==> src/rtl/storage_pkg.sv <==
// Shared types for the storage controller: FSM states, address regions and the region decoder.
package storage_pkg;

    typedef enum logic [2:0] {
        StIdle,
        StSram,
        StResp,
        StFill,
        StProgDrain,
        StProg
    } state_e;

    typedef enum logic [1:0] {
        REG_SRAM,
        REG_FLASH,
        REG_ERR
    } region_e;

    // 64-bit compares so a window touching the top of the address space cannot wrap.
    function automatic region_e decode(input logic [31:0] addr, input int unsigned sram_aw,
                                       input logic [31:0] flash_base,
                                       input int unsigned flash_aw);
        logic [63:0] a;
        logic [63:0] sram_size;
        logic [63:0] fl_lo;
        logic [63:0] fl_hi;
        a         = {32'd0, addr};
        sram_size = 64'd4 << sram_aw;
        fl_lo     = {32'd0, flash_base};
        fl_hi     = fl_lo + (64'd4 << flash_aw);
        if (a < sram_size) begin
            return REG_SRAM;
        end
        if (a >= fl_lo && a < fl_hi) begin
            return REG_FLASH;
        end
        return REG_ERR;
    endfunction

endpackage

==> src/rtl/storage_cache_array.sv <==
// Direct-mapped read-cache storage: valid/tag/data flops, one write port, combinational read.
module storage_cache_array
    import storage_pkg::*;
#(
    parameter int unsigned NUM_LINES  = 16,
    parameter int unsigned LINE_WORDS = 4,
    parameter int unsigned TAG_W      = 16,
    localparam int unsigned IW = $clog2(NUM_LINES),
    localparam int unsigned OW = (LINE_WORDS > 1) ? $clog2(LINE_WORDS) : 1
) (
    input  logic             clk,
    input  logic             rst,
    input  logic             flush_all,
    input  logic [IW-1:0]    rd_index,
    input  logic [OW-1:0]    rd_offset,
    output logic             rd_valid,
    output logic [TAG_W-1:0] rd_tag,
    output logic [31:0]      rd_data,
    input  logic             wr_en,
    input  logic [IW-1:0]    wr_index,
    input  logic [OW-1:0]    wr_offset,
    input  logic [31:0]      wr_data,
    input  logic             install,
    input  logic [TAG_W-1:0] install_tag
);

    logic [NUM_LINES-1:0] valid_q;
    logic [TAG_W-1:0]     tag_q  [NUM_LINES];
    logic [31:0]          data_q [NUM_LINES][LINE_WORDS];

    // A line being refilled is invalid until its last word lands.
    always_ff @(posedge clk) begin
        if (!rst || flush_all) begin
            valid_q <= '0;
        end else if (install) begin
            valid_q[wr_index] <= 1'b1;
        end else if (wr_en) begin
            valid_q[wr_index] <= 1'b0;
        end
    end

    always_ff @(posedge clk) begin
        if (install) begin
            tag_q[wr_index] <= install_tag;
        end
        if (wr_en) begin
            data_q[wr_index][wr_offset] <= wr_data;
        end
    end

    assign rd_valid = valid_q[rd_index];
    assign rd_tag   = tag_q[rd_index];
    assign rd_data  = data_q[rd_index][rd_offset];

endmodule

==> src/rtl/storage_cache_ctrl.sv <==
// Request port fronting scratchpad SRAM and cached SPI flash, with a flash programming hand-off.
module storage_cache_ctrl
    import storage_pkg::*;
#(
    parameter int unsigned SRAM_AW    = 11,
    parameter logic [31:0] FLASH_BASE = 32'h0001_0000,
    parameter int unsigned FLASH_AW   = 22,
    parameter int unsigned NUM_LINES  = 16,
    parameter int unsigned LINE_WORDS = 4
) (
    input  logic                clk,
    input  logic                rst,
    input  logic                req_valid,
    output logic                req_ready,
    input  logic                req_we,
    input  logic [31:0]         req_addr,
    input  logic [31:0]         req_wdata,
    input  logic [3:0]          req_be,
    output logic                resp_valid,
    output logic [31:0]         resp_rdata,
    output logic                resp_err,
    input  logic                cache_flush,
    input  logic                prog_mode,
    output logic                prog_active,
    output logic                sram_cen_n,
    output logic                sram_gwen_n,
    output logic [3:0]          sram_wen_n,
    output logic [SRAM_AW-1:0]  sram_a,
    output logic [31:0]         sram_d,
    input  logic [31:0]         sram_q,
    output logic                wb_cyc,
    output logic                wb_stb,
    output logic [FLASH_AW-1:0] wb_addr,
    input  logic                wb_stall,
    input  logic                wb_ack,
    input  logic [31:0]         wb_data,
    input  logic                fl_cs_n_i,
    input  logic                fl_sck_i,
    input  logic                fl_mosi_i,
    output logic                fl_cs_n,
    output logic                fl_sck,
    output logic                fl_mosi,
    input  logic                fl_miso,
    input  logic                pg_cs_n,
    input  logic                pg_sck,
    input  logic                pg_mosi,
    output logic                pg_miso
);

    localparam int unsigned IW = $clog2(NUM_LINES);
    localparam int unsigned OB = $clog2(LINE_WORDS);
    localparam int unsigned OW = (LINE_WORDS > 1) ? OB : 1;
    localparam int unsigned TW = FLASH_AW - IW - OB;

    state_e state_q, state_d;

    region_e             region;
    logic                accept;
    logic                hit;
    logic                flush_now;
    logic [31:0]         faddr;
    logic [FLASH_AW-1:0] fword;
    logic [TW-1:0]       req_tag;
    logic [IW-1:0]       req_index;
    logic [OW-1:0]       req_offset;

    logic                we_q;
    logic                err_q;
    logic [31:0]         rdata_q;
    logic [TW-1:0]       tag_q;
    logic [IW-1:0]       index_q;
    logic [OW-1:0]       offset_q;
    logic [OW-1:0]       cnt_q;
    logic                issued_q;
    logic                flush_pend_q;

    logic                stb_out;
    logic                issued;
    logic                take;
    logic                last;
    logic                rd_valid;
    logic [TW-1:0]       rd_tag;
    logic [31:0]         rd_data;

    assign region     = decode(req_addr, SRAM_AW, FLASH_BASE, FLASH_AW);
    assign faddr      = req_addr - FLASH_BASE;
    assign fword      = FLASH_AW'(faddr >> 2);
    assign req_offset = OW'(fword & FLASH_AW'(LINE_WORDS - 1));
    assign req_index  = IW'(fword >> OB);
    assign req_tag    = TW'(fword >> (OB + IW));

    assign req_ready = rst && (state_q == StIdle) && !prog_mode;
    assign accept    = req_valid && req_ready;

    // Pending flushes and programming exit both invalidate before any lookup can hit.
    assign flush_now = ((state_q == StIdle) && (cache_flush || flush_pend_q)) ||
                       ((state_q == StProg) && !prog_mode);
    assign hit       = (region == REG_FLASH) && !req_we && rd_valid && !flush_now &&
                       (rd_tag == req_tag);

    // One outstanding wishbone read: stb until not stalled, then wait for ack.
    assign stb_out = (state_q == StFill) && !issued_q;
    assign issued  = issued_q || (stb_out && !wb_stall);
    assign take    = (state_q == StFill) && wb_ack && issued;
    assign last    = (cnt_q == OW'(LINE_WORDS - 1));

    storage_cache_array #(
        .NUM_LINES (NUM_LINES),
        .LINE_WORDS(LINE_WORDS),
        .TAG_W     (TW)
    ) u_array (
        .clk        (clk),
        .rst        (rst),
        .flush_all  (flush_now),
        .rd_index   (req_index),
        .rd_offset  (req_offset),
        .rd_valid   (rd_valid),
        .rd_tag     (rd_tag),
        .rd_data    (rd_data),
        .wr_en      (take),
        .wr_index   (index_q),
        .wr_offset  (cnt_q),
        .wr_data    (wb_data),
        .install    (take && last),
        .install_tag(tag_q)
    );

    always_ff @(posedge clk) begin
        if (!rst) begin
            state_q <= StIdle;
        end else begin
            state_q <= state_d;
        end
    end

    always_comb begin
        state_d = state_q;
        unique case (state_q)
            StIdle: begin
                if (prog_mode) begin
                    state_d = StProgDrain;
                end else if (req_valid) begin
                    case (region)
                        REG_SRAM:  state_d = StSram;
                        REG_FLASH: state_d = (req_we || hit) ? StResp : StFill;
                        default:   state_d = StResp;
                    endcase
                end
            end
            StSram, StResp: state_d = prog_mode ? StProgDrain : StIdle;
            StFill: begin
                if (take && last) begin
                    state_d = StResp;
                end
            end
            // Wait for spixpress to release chip select before swapping the pins.
            StProgDrain: begin
                if (!prog_mode) begin
                    state_d = StIdle;
                end else if (fl_cs_n_i) begin
                    state_d = StProg;
                end
            end
            StProg: begin
                if (!prog_mode) begin
                    state_d = StIdle;
                end
            end
            default: state_d = StIdle;
        endcase
    end

    always_ff @(posedge clk) begin
        if (!rst) begin
            we_q         <= 1'b0;
            err_q        <= 1'b0;
            rdata_q      <= '0;
            tag_q        <= '0;
            index_q      <= '0;
            offset_q     <= '0;
            cnt_q        <= '0;
            issued_q     <= 1'b0;
            flush_pend_q <= 1'b0;
        end else begin
            if (state_q == StIdle) begin
                flush_pend_q <= 1'b0;
            end else if (cache_flush) begin
                flush_pend_q <= 1'b1;
            end
            if (accept) begin
                we_q     <= req_we;
                tag_q    <= req_tag;
                index_q  <= req_index;
                offset_q <= req_offset;
                cnt_q    <= '0;
                issued_q <= 1'b0;
                err_q    <= (region == REG_ERR) || ((region == REG_FLASH) && req_we);
                rdata_q  <= hit ? rd_data : '0;
            end else if (state_q == StFill) begin
                if (take) begin
                    issued_q <= 1'b0;
                    cnt_q    <= cnt_q + OW'(1);
                    if (cnt_q == offset_q) begin
                        rdata_q <= wb_data;
                    end
                end else if (issued) begin
                    issued_q <= 1'b1;
                end
            end
        end
    end

    always_comb begin
        resp_valid  = rst && ((state_q == StSram) || (state_q == StResp));
        resp_err    = rst && (state_q == StResp) && err_q;
        resp_rdata  = '0;
        if (rst && (state_q == StSram) && !we_q) begin
            resp_rdata = sram_q;
        end else if (rst && (state_q == StResp)) begin
            resp_rdata = rdata_q;
        end

        sram_cen_n  = !(accept && (region == REG_SRAM));
        sram_gwen_n = !(accept && (region == REG_SRAM) && req_we);
        sram_wen_n  = (accept && (region == REG_SRAM) && req_we) ? ~req_be : 4'hF;
        sram_a      = req_addr[SRAM_AW+1:2];
        sram_d      = req_wdata;

        wb_cyc      = rst && (state_q == StFill);
        wb_stb      = rst && stb_out;
        wb_addr     = (FLASH_AW'(tag_q) << (OB + IW)) | (FLASH_AW'(index_q) << OB) |
                      FLASH_AW'(cnt_q);

        prog_active = rst && (state_q == StProg);
        fl_cs_n     = prog_active ? pg_cs_n : fl_cs_n_i;
        fl_sck      = prog_active ? pg_sck  : fl_sck_i;
        fl_mosi     = prog_active ? pg_mosi : fl_mosi_i;
        pg_miso     = prog_active ? fl_miso : 1'b0;
    end

endmodule

==> config.mk <==
export PLATFORM = sky130hd
export DESIGN_NAME = storage_cache_ctrl
export DESIGN_NICKNAME = d
export VERILOG_FILES = /design/src/rtl/storage_pkg.sv /design/src/rtl/storage_cache_array.sv /design/src/rtl/storage_cache_ctrl.sv
export SDC_FILE = /design/constraint.sdc
export NUM_CORES = 2
export LEC_CHECK = 0
export CORE_MARGIN = 8
export CORE_UTILIZATION = 40
export CTS_BUF_LIST = sky130_fd_sc_hd__clkbuf_16
export DETAILED_ROUTE_END_ITERATION = 16
export GPL_ROUTABILITY_DRIVEN = 0
export PLACE_DENSITY = 0.56
export SYNTH_ARGS = -nofsm -noshare
export SYNTH_HDL_FRONTEND = slang
export SYNTH_SLANG_ARGS = --single-unit
==> constraint.sdc <==
create_clock -name clk -period 4.05 [get_ports clk]
set_input_delay 1.215 -clock clk [delete_from_list [all_inputs] [get_ports clk]]
set_output_delay 1.215 -clock clk [all_outputs]
set_load 0.02 [all_outputs]
=== Word level (Yosys, flattened, before mapping) ===
Memory sizes are Yosys's and may differ from the RTL's.
Index checks and enable logic that the tools add are counted.

* Flip-flop bits (word level): 79
* Bits in writable memories: 2,304
* Memories: 2
* Input bits: 147
* Output and inout port bits: 113

{| class="wikitable"
|+ Memory list
! memory !! words !! width !! rd ports !! clocked after Yosys merged registers in !! write ports !! line !! source
|-
| u_array.data_q || 16 || 128 || 1 || 0 || 1 || storage_cache_array.sv:29 || <nowiki>logic [31:0] data_q [NUM_LINES][LINE_WORDS];</nowiki>
|-
| u_array.tag_q || 16 || 16 || 1 || 0 || 1 || storage_cache_array.sv:28 || <nowiki>logic [TAG_W-1:0] tag_q [NUM_LINES];</nowiki>
|}

* Bitwise gates (word level): 9
* Add/sub/neg operators: 2
* Order comparisons: 9
* Equality and inequality tests: 14
* Muxes and demuxes: 46
* Reductions and logical operators: 58

{| class="wikitable"
|+ Operators with widths
! operator !! number
|-
| 2-to-1 mux 32 bit || 10
|-
| 2-to-1 mux 128 bit || 1
|-
| binary-select mux 32 bit (select 2 bit) || 1
|-
| demux 32 bit (select 2 bit) || 1
|-
| greater-or-equal comparator 32 x 17 -> 1 bit, second input constant || 1
|-
| less-than comparator 32 x 14 -> 1 bit, second input constant || 1
|-
| less-than comparator 32 x 25 -> 1 bit, second input constant || 1
|-
| 2-to-1 mux 16 bit || 2
|-
| logical AND 1 bit || 28
|-
| subtractor 24 x 17 -> 24 bit, second input constant || 1
|-
| bitwise OR 22 x 2 -> 22 bit || 1
|-
| bitwise OR 22 x 6 -> 22 bit || 1
|-
| 2-to-1 mux 3 bit || 7
|-
| bitwise AND 16 bit || 1
|-
| equality test 16 bit || 1
|-
| inverter 16 bit || 1
|-
| bitwise OR 16 bit || 1
|-
| 2-to-1 mux 1 bit || 15
|-
| one-hot mux 3 bit (5 select lines) || 1
|-
| less-than comparator 4 x 5 -> 1 bit, second input constant || 2
|-
| nonzero test 2 bit || 5
|-
| logical NOT 1 bit || 9
|-
| 2-to-1 mux 2 bit || 4
|-
| logical OR 1 bit || 7
|-
| 26 further kinds || 35
|}

=== Logic depth before layout (Yosys ltp) ===
* Word-level depth: 17
* Gate-level depth with buffers: 18
* Mapped depth without buffers: 10

=== Hierarchy ===
A second synthesis with hierarchy kept.

* Cell total of the unflattened synthesis: 4,275
* Area total of the unflattened synthesis: 93,287.0 um^2

{| class="wikitable"
|+ Modules (own cells, without submodules)
! module !! times used !! area each (um^2) !! sequential area each (um^2) !! cells each
|-
| storage_cache_array || 1 || 88,860.2 || 69,506.7 || 3,672
|-
| storage_cache_ctrl || 1 || 4,426.7 || 1,261.2 || 603
|}

=== Worst setup path after synthesis ===
OpenSTA, ideal clock, no wires.

* Kind: input port to flip-flop
* From: input port req_addr[4]
* To: register rdata_q[12]
* Path buffers: 7
* Data required time: 3,935 ps
* Setup slack: 25 ps
* Stages on the path: 13
* Data arrival time: 3,910 ps
* Cells stage by stage: buf_6 -> buf_12 -> buf_8 -> buf_8 -> buf_6 -> buf_2 -> buf_2 -> mux4_2 -> a22oi_1 -> o21ai_0 -> mux4_2 -> nand2_1 -> o21ai_2

* Longest elaborated chain between the ends: 13

{| class="wikitable"
|+ Ends and longest elaborated chain
! what !! line !! source
|-
| from (decl) || storage_cache_ctrl.sv:16 || <nowiki>input logic [31:0] req_addr,</nowiki>
|-
| parallel branches: the longest is 11 deep, another holds memory read (16 x 128 bit) || - ||
|-
| 2-to-1 mux 32 bit (*) || storage_cache_ctrl.sv:198 || <nowiki>rdata_q <= hit ? rd_data : '0;</nowiki>
|-
| 2-to-1 mux 32 bit (*) || storage_cache_ctrl.sv:190 || <nowiki>if (accept) begin</nowiki>
|-
| to (signal assigned) || storage_cache_ctrl.sv:198 ||
|-
| to (signal assigned) || storage_cache_ctrl.sv:204 || <nowiki>rdata_q <= wb_data;</nowiki>
|-
| to (decl) || storage_cache_ctrl.sv:69 || <nowiki>logic [31:0] rdata_q;</nowiki>
|}

Mark *: on every way between the ends. The select of a mux whose other input is x is not followed.
A chain may end at the register's enable or synchronous reset.

=== Worst setup path after layout ===
* From: input port req_addr[25]
* To: output port sram_wen_n[0]

* Longest elaborated chain between the ends: 10

{| class="wikitable"
|+ Ends and longest elaborated chain
! what !! line !! source
|-
| greater-or-equal comparator 32 x 17 -> 1 bit / less-than comparator 32 x 25 -> 1 bit (equally long branches) || storage_pkg.sv:34 || <nowiki>if (a >= fl_lo && a < fl_hi) begin</nowiki>
|-
| logical AND 1 bit || storage_pkg.sv:34 ||
|-
| 2-to-1 mux 1 bit (2 in a row) || storage_pkg.sv:34 ||
|-
| 2-to-1 mux 2 bit || storage_pkg.sv:37 || <nowiki>return REG_ERR;</nowiki>
|-
| 2-to-1 mux 2 bit (*) || storage_pkg.sv:34 ||
|-
| logical NOT 2 bit (*) || storage_cache_ctrl.sv:225 || <nowiki>sram_wen_n = (accept && (region == REG_SRAM) && req_we) ? ~req_be : 4'hF;</nowiki>
|-
| logical AND 1 bit (*) (2 in a row) || storage_cache_ctrl.sv:225 ||
|-
| 2-to-1 mux 4 bit (*) || storage_cache_ctrl.sv:225 ||
|-
| to (decl) || storage_cache_ctrl.sv:27 || <nowiki>output logic [3:0] sram_wen_n,</nowiki>
|}

Every way passes the cells marked *; elsewhere a longest branch is shown, timed or not. The select of a mux whose other input is x is not followed.

==> impl_summary.md <==
Detailed routing
The detail route stage leaves a number of antenna-violating nets equal to 0. After detailed routing, the number of vias per cell comes to 5.78. The routed length per placed instance is 30.7 um. The first detailed-routing pass took 8 iterations. Wires add up to 259000 um. The final routed DRC violation total is 0. For this block, the via count after detailed routing is 48700.

For this block, the initial DRC count from the detailed router was 5075.

Setup path
The arrival time of data at the critical path endpoint is 2.77 ns. For the worst setup path, the data required time is 2.83 ns. The worst setup path is captured at a primary output. The buffer and inverter count on the worst path is 2. In this design, the largest share of critical-path delay is due to simple AND/OR/NAND/NOR gates.

In this design, the stage delay of the slowest critical-path cell is 0.42 ns. The startpoint type of the worst setup path is an input pin. The master of the slowest instance on the critical path is sky130_fd_sc_hd__clkdlybuf4s50_1. Traced cell by cell, the critical path runs through clkdlybuf4s50_1, nor4_2, nand2_1, nor3_4, and3_4, nand2_2, buf_6. Along the worst path, the maximum fanout reaches 5. By startpoint and endpoint, the worst setup path is classified as input pin to primary output.

Yosys
In the synthesized netlist the dominant register cell turns out to be sky130_fd_sc_hd__edfxtp_1. Of the synthesized area, sequential elements account for 0.757. After synthesis the cells add up to 0.0934 mm^2. The synthesis-stage register bit count is 2383. The count of warnings emitted by yosys is 0. The synthesized netlist net count is 4757. After synthesis, the share of flip-flops with an asynchronous set or reset is 0. The average instance in the mapped netlist occupies 20.3 um^2. The number of enable-type register cells in the synthesized netlist is 2304. In the synthesized netlist, the number of instances is 4605. Yosys mapped the design onto 62 distinct sky130hd cell types.

Global route
The aggregate global routing overflow is 0. Entering global routing, the biggest net connects 80 pins. The first-pass GRT wire length is 365000 um.

The total routing usage reported by global routing is 0.201. The number of global-route vias before repair is 48700. The initial antenna violation count is 18.

Floorplanning
The I/O pin count is 260. The die is 499 um wide. The floorplan row count is 177. The floorplan die area is 0.249 mm^2.

The initial utilization of the core area, before any placement, comes to 0.402. The die extent in y is 499 um. After floorplanning, the core was sized to cover 0.233 mm^2.

STA
The final number of setup-violating endpoints is 0. The final number of max-transition violations was 0. The number of hold violations in the final report is 0. On the final layout, the worst clock skew is 0.0269 ns.

The final critical path time including I/O delays and setup is 3.99 ns. The final worst hold slack is 0.453 ns. The pin slew with the least headroom to its limit is 1.20 ns. The fmax is 251 MHz.

The worst pin sits at a relative slew slack of 0.198. The final clock period utilization by the worst path is 0.985.

Clocking
After clock tree synthesis, the clock-pin slew on the worst setup and hold paths is 0.07 ns. Counting every sink on the clock net gives 2383. The root buffer cell chosen for the clock tree is sky130_fd_sc_hd__clkbuf_16. The clock reaches the later pin of the worst-skew pair after 0.87 ns. The CTS H-tree depth is 4.

The number of buffers added by the clock tree synthesis step is 232. The longest clock path from root to sink contains 3 buffers. The clock tree from TritonCTS is built.

Worst hold path
The class of the worst hold path is flop to flop.

Final layout
The number of filler cells placed in the layout is 19200. After the last flow step, the layout net total stands at 5326. In the layout the commonest cells are sky130_fd_sc_hd__edfxtp_1 (2304), sky130_fd_sc_hd__mux4_2 (444), sky130_fd_sc_hd__mux2i_1 (399). The most common cell after layout, fill and taps aside is sky130_fd_sc_hd__edfxtp_1. The synthesis-to-finish area growth is 17.4%.

Of the cells placed in the final design, the portion with a size suffix greater than 1 is 0.261.

Power
The power density over the cells is 462 mW/mm^2. The largest voltage drop on the vdd net is 0.000393 V. The total power after layout is 0.0507 W. The leakage component of the power is 36.3 nW.

Placed design
The HPWL after detailed placement is 152000 um. During placement, the flow inserted port buffers numbering 195.

Job
Across the run, the number of max-cap violations was 0.

Outcome
The flow ran to the end, and the final reports show no timing, DRC or antenna violations.
[cell families after synthesis]
| kind of cell | Yosys count | synth area share |
|---|---|---|
| AO/OA/AOI/OAI | 544 | 0.0446 |
| XOR/XNOR | 23 | 0.00216 |
| adder cells (fa/ha/maj) | 5 | 0.000670 |
| buffers and inverters | 333 | 0.0213 |
| flip-flops | 2383 | 0.757 |
| multiplexers | 858 | 0.152 |
| AND/OR/NAND/NOR | 459 | 0.0223 |
[cell type report]
class / count / area (um^2) / share of cell area
sequential: 2383 / 70800 / 0.645
antenna: 10 / 25.0 / 0.000228
clock buffer: 236 / 5910 / 0.0538
multi-input combinational: 1889 / 20900 / 0.190
timing repair buffer: 644 / 6840 / 0.0623
inverter: 24 / 109 / 0.000992
clock inverter: 195 / 1400 / 0.0128
tap: 3043 / 3810 / 0.0347
[cells in the mapped netlist, types with 23 or more instances]
cell type / instances / share of area
sky130_fd_sc_hd__and2_1: 61 / 0.0041
sky130_fd_sc_hd__nand3_1: 23 / 0.0012
sky130_fd_sc_hd__a22oi_1: 48 / 0.0039
sky130_fd_sc_hd__clkbuf_1: 123 / 0.0049
sky130_fd_sc_hd__buf_2: 50 / 0.0027
sky130_fd_sc_hd__a22o_1: 64 / 0.0060
sky130_fd_sc_hd__o21ai_2: 27 / 0.0025
sky130_fd_sc_hd__dfxtp_1: 79 / 0.017
sky130_fd_sc_hd__nand2_1: 134 / 0.0054
sky130_fd_sc_hd__mux2i_1: 399 / 0.043
sky130_fd_sc_hd__buf_6: 38 / 0.0046
sky130_fd_sc_hd__o21ai_0: 71 / 0.0038
sky130_fd_sc_hd__edfxtp_1: 2304 / 0.74
sky130_fd_sc_hd__buf_4: 77 / 0.0062
sky130_fd_sc_hd__a21oi_1: 39 / 0.0021
sky130_fd_sc_hd__nor2_1: 169 / 0.0068
sky130_fd_sc_hd__mux4_2: 444 / 0.11
sky130_fd_sc_hd__a221oi_1: 220 / 0.021
[registers in the layout, indices dropped and copies added (netlist names), named ones only]
| signal | flops |
|---|---|
| tag_q | 16 |
| rdata_q | 32 |
| offset_q | 2 |
| index_q | 4 |
| u_array.tag_q | 256 |
| flush_pend_q | 1 |
| we_q | 1 |
| state_q | 3 |
| err_q | 1 |
| issued_q | 1 |
| u_array.data_q | 2048 |
| cnt_q | 2 |
[layer usage]
| metal | up-vias | GRT usage | wire (um) |
|---|---|---|---|
| met1 | 26300 | 0.287 | 111000 |
| met3 | 323 | 0.0347 | 18200 |
| li1 | 20300 | - | - |
| met4 | 4 | 0.0511 | 6100 |
| met5 | - | 0 | 27 |
| met2 | 1773 | 0.325 | 123000 |
[through the flow]
step	utilization	setup slack (ns)	cells	instance area (um^2)	setup TNS, ns
finish	0.472	0.0606	8424	110000	0
global route	0.472	-0.0548	8415	110000	-0.231
global placement	0.440	-0.846	7980	102000	-33.87
detailed placement	0.440	-0.892	7980	102000	-34.90
CTS	0.472	-0.0430	8413	110000	-0.0489
floorplan	-	0.0251	4605	93400	0
[worst reg2reg max path: stages, from the launching register on]
cell,delay (ns)
sky130_fd_sc_hd__edfxtp_1,0.35
sky130_fd_sc_hd__mux4_2,0.46
sky130_fd_sc_hd__o21a_1,0.24
sky130_fd_sc_hd__or3_1,0.41
sky130_fd_sc_hd__a2111oi_2,0.53
sky130_fd_sc_hd__nand3_1,0.24
sky130_fd_sc_hd__or4_4,0.60
sky130_fd_sc_hd__buf_12,0.19
sky130_fd_sc_hd__o21ai_2,0.28
[final timing paths]
kind	start	endpoint	slack, ns	cells past startpoint
worst max-delay path	req_addr[25]	sram_wen_n[0]	0.06	7
worst min-delay path	err_q$_SDFFE_PN0P_	err_q$_SDFFE_PN0P_	0.45	2
worst min register to register	err_q$_SDFFE_PN0P_	err_q$_SDFFE_PN0P_	0.45	2
worst max register to register	u_array.tag_q[15][1]$_DFFE_PP_	rdata_q[1]$_SDFFE_PN0P_	0.68	8
[repair_timing]
| item | CTS | global route |
|---|---|---|
| hold buffers | 0 | 0 |
| hold endpoints to repair | 0 | 0 |
| pin swaps | 5 | 10 |
| gates resized for setup | 82 | 18 |
| setup endpoints to repair | 39 | 37 |
| buffers inserted | 1 | 1 |
| cloned | 1 | 0 |
[power by group]
group	internal (W)	leakage [nW]	switching (W)
registers	0.0270	21.5	0.0000546
clock network	0.0116	3.81	0.00920
logic	0.00114	11.0	0.00169
total	0.0397	36.3	0.0109
No activity file was read; power rests on OpenSTA's default activity.
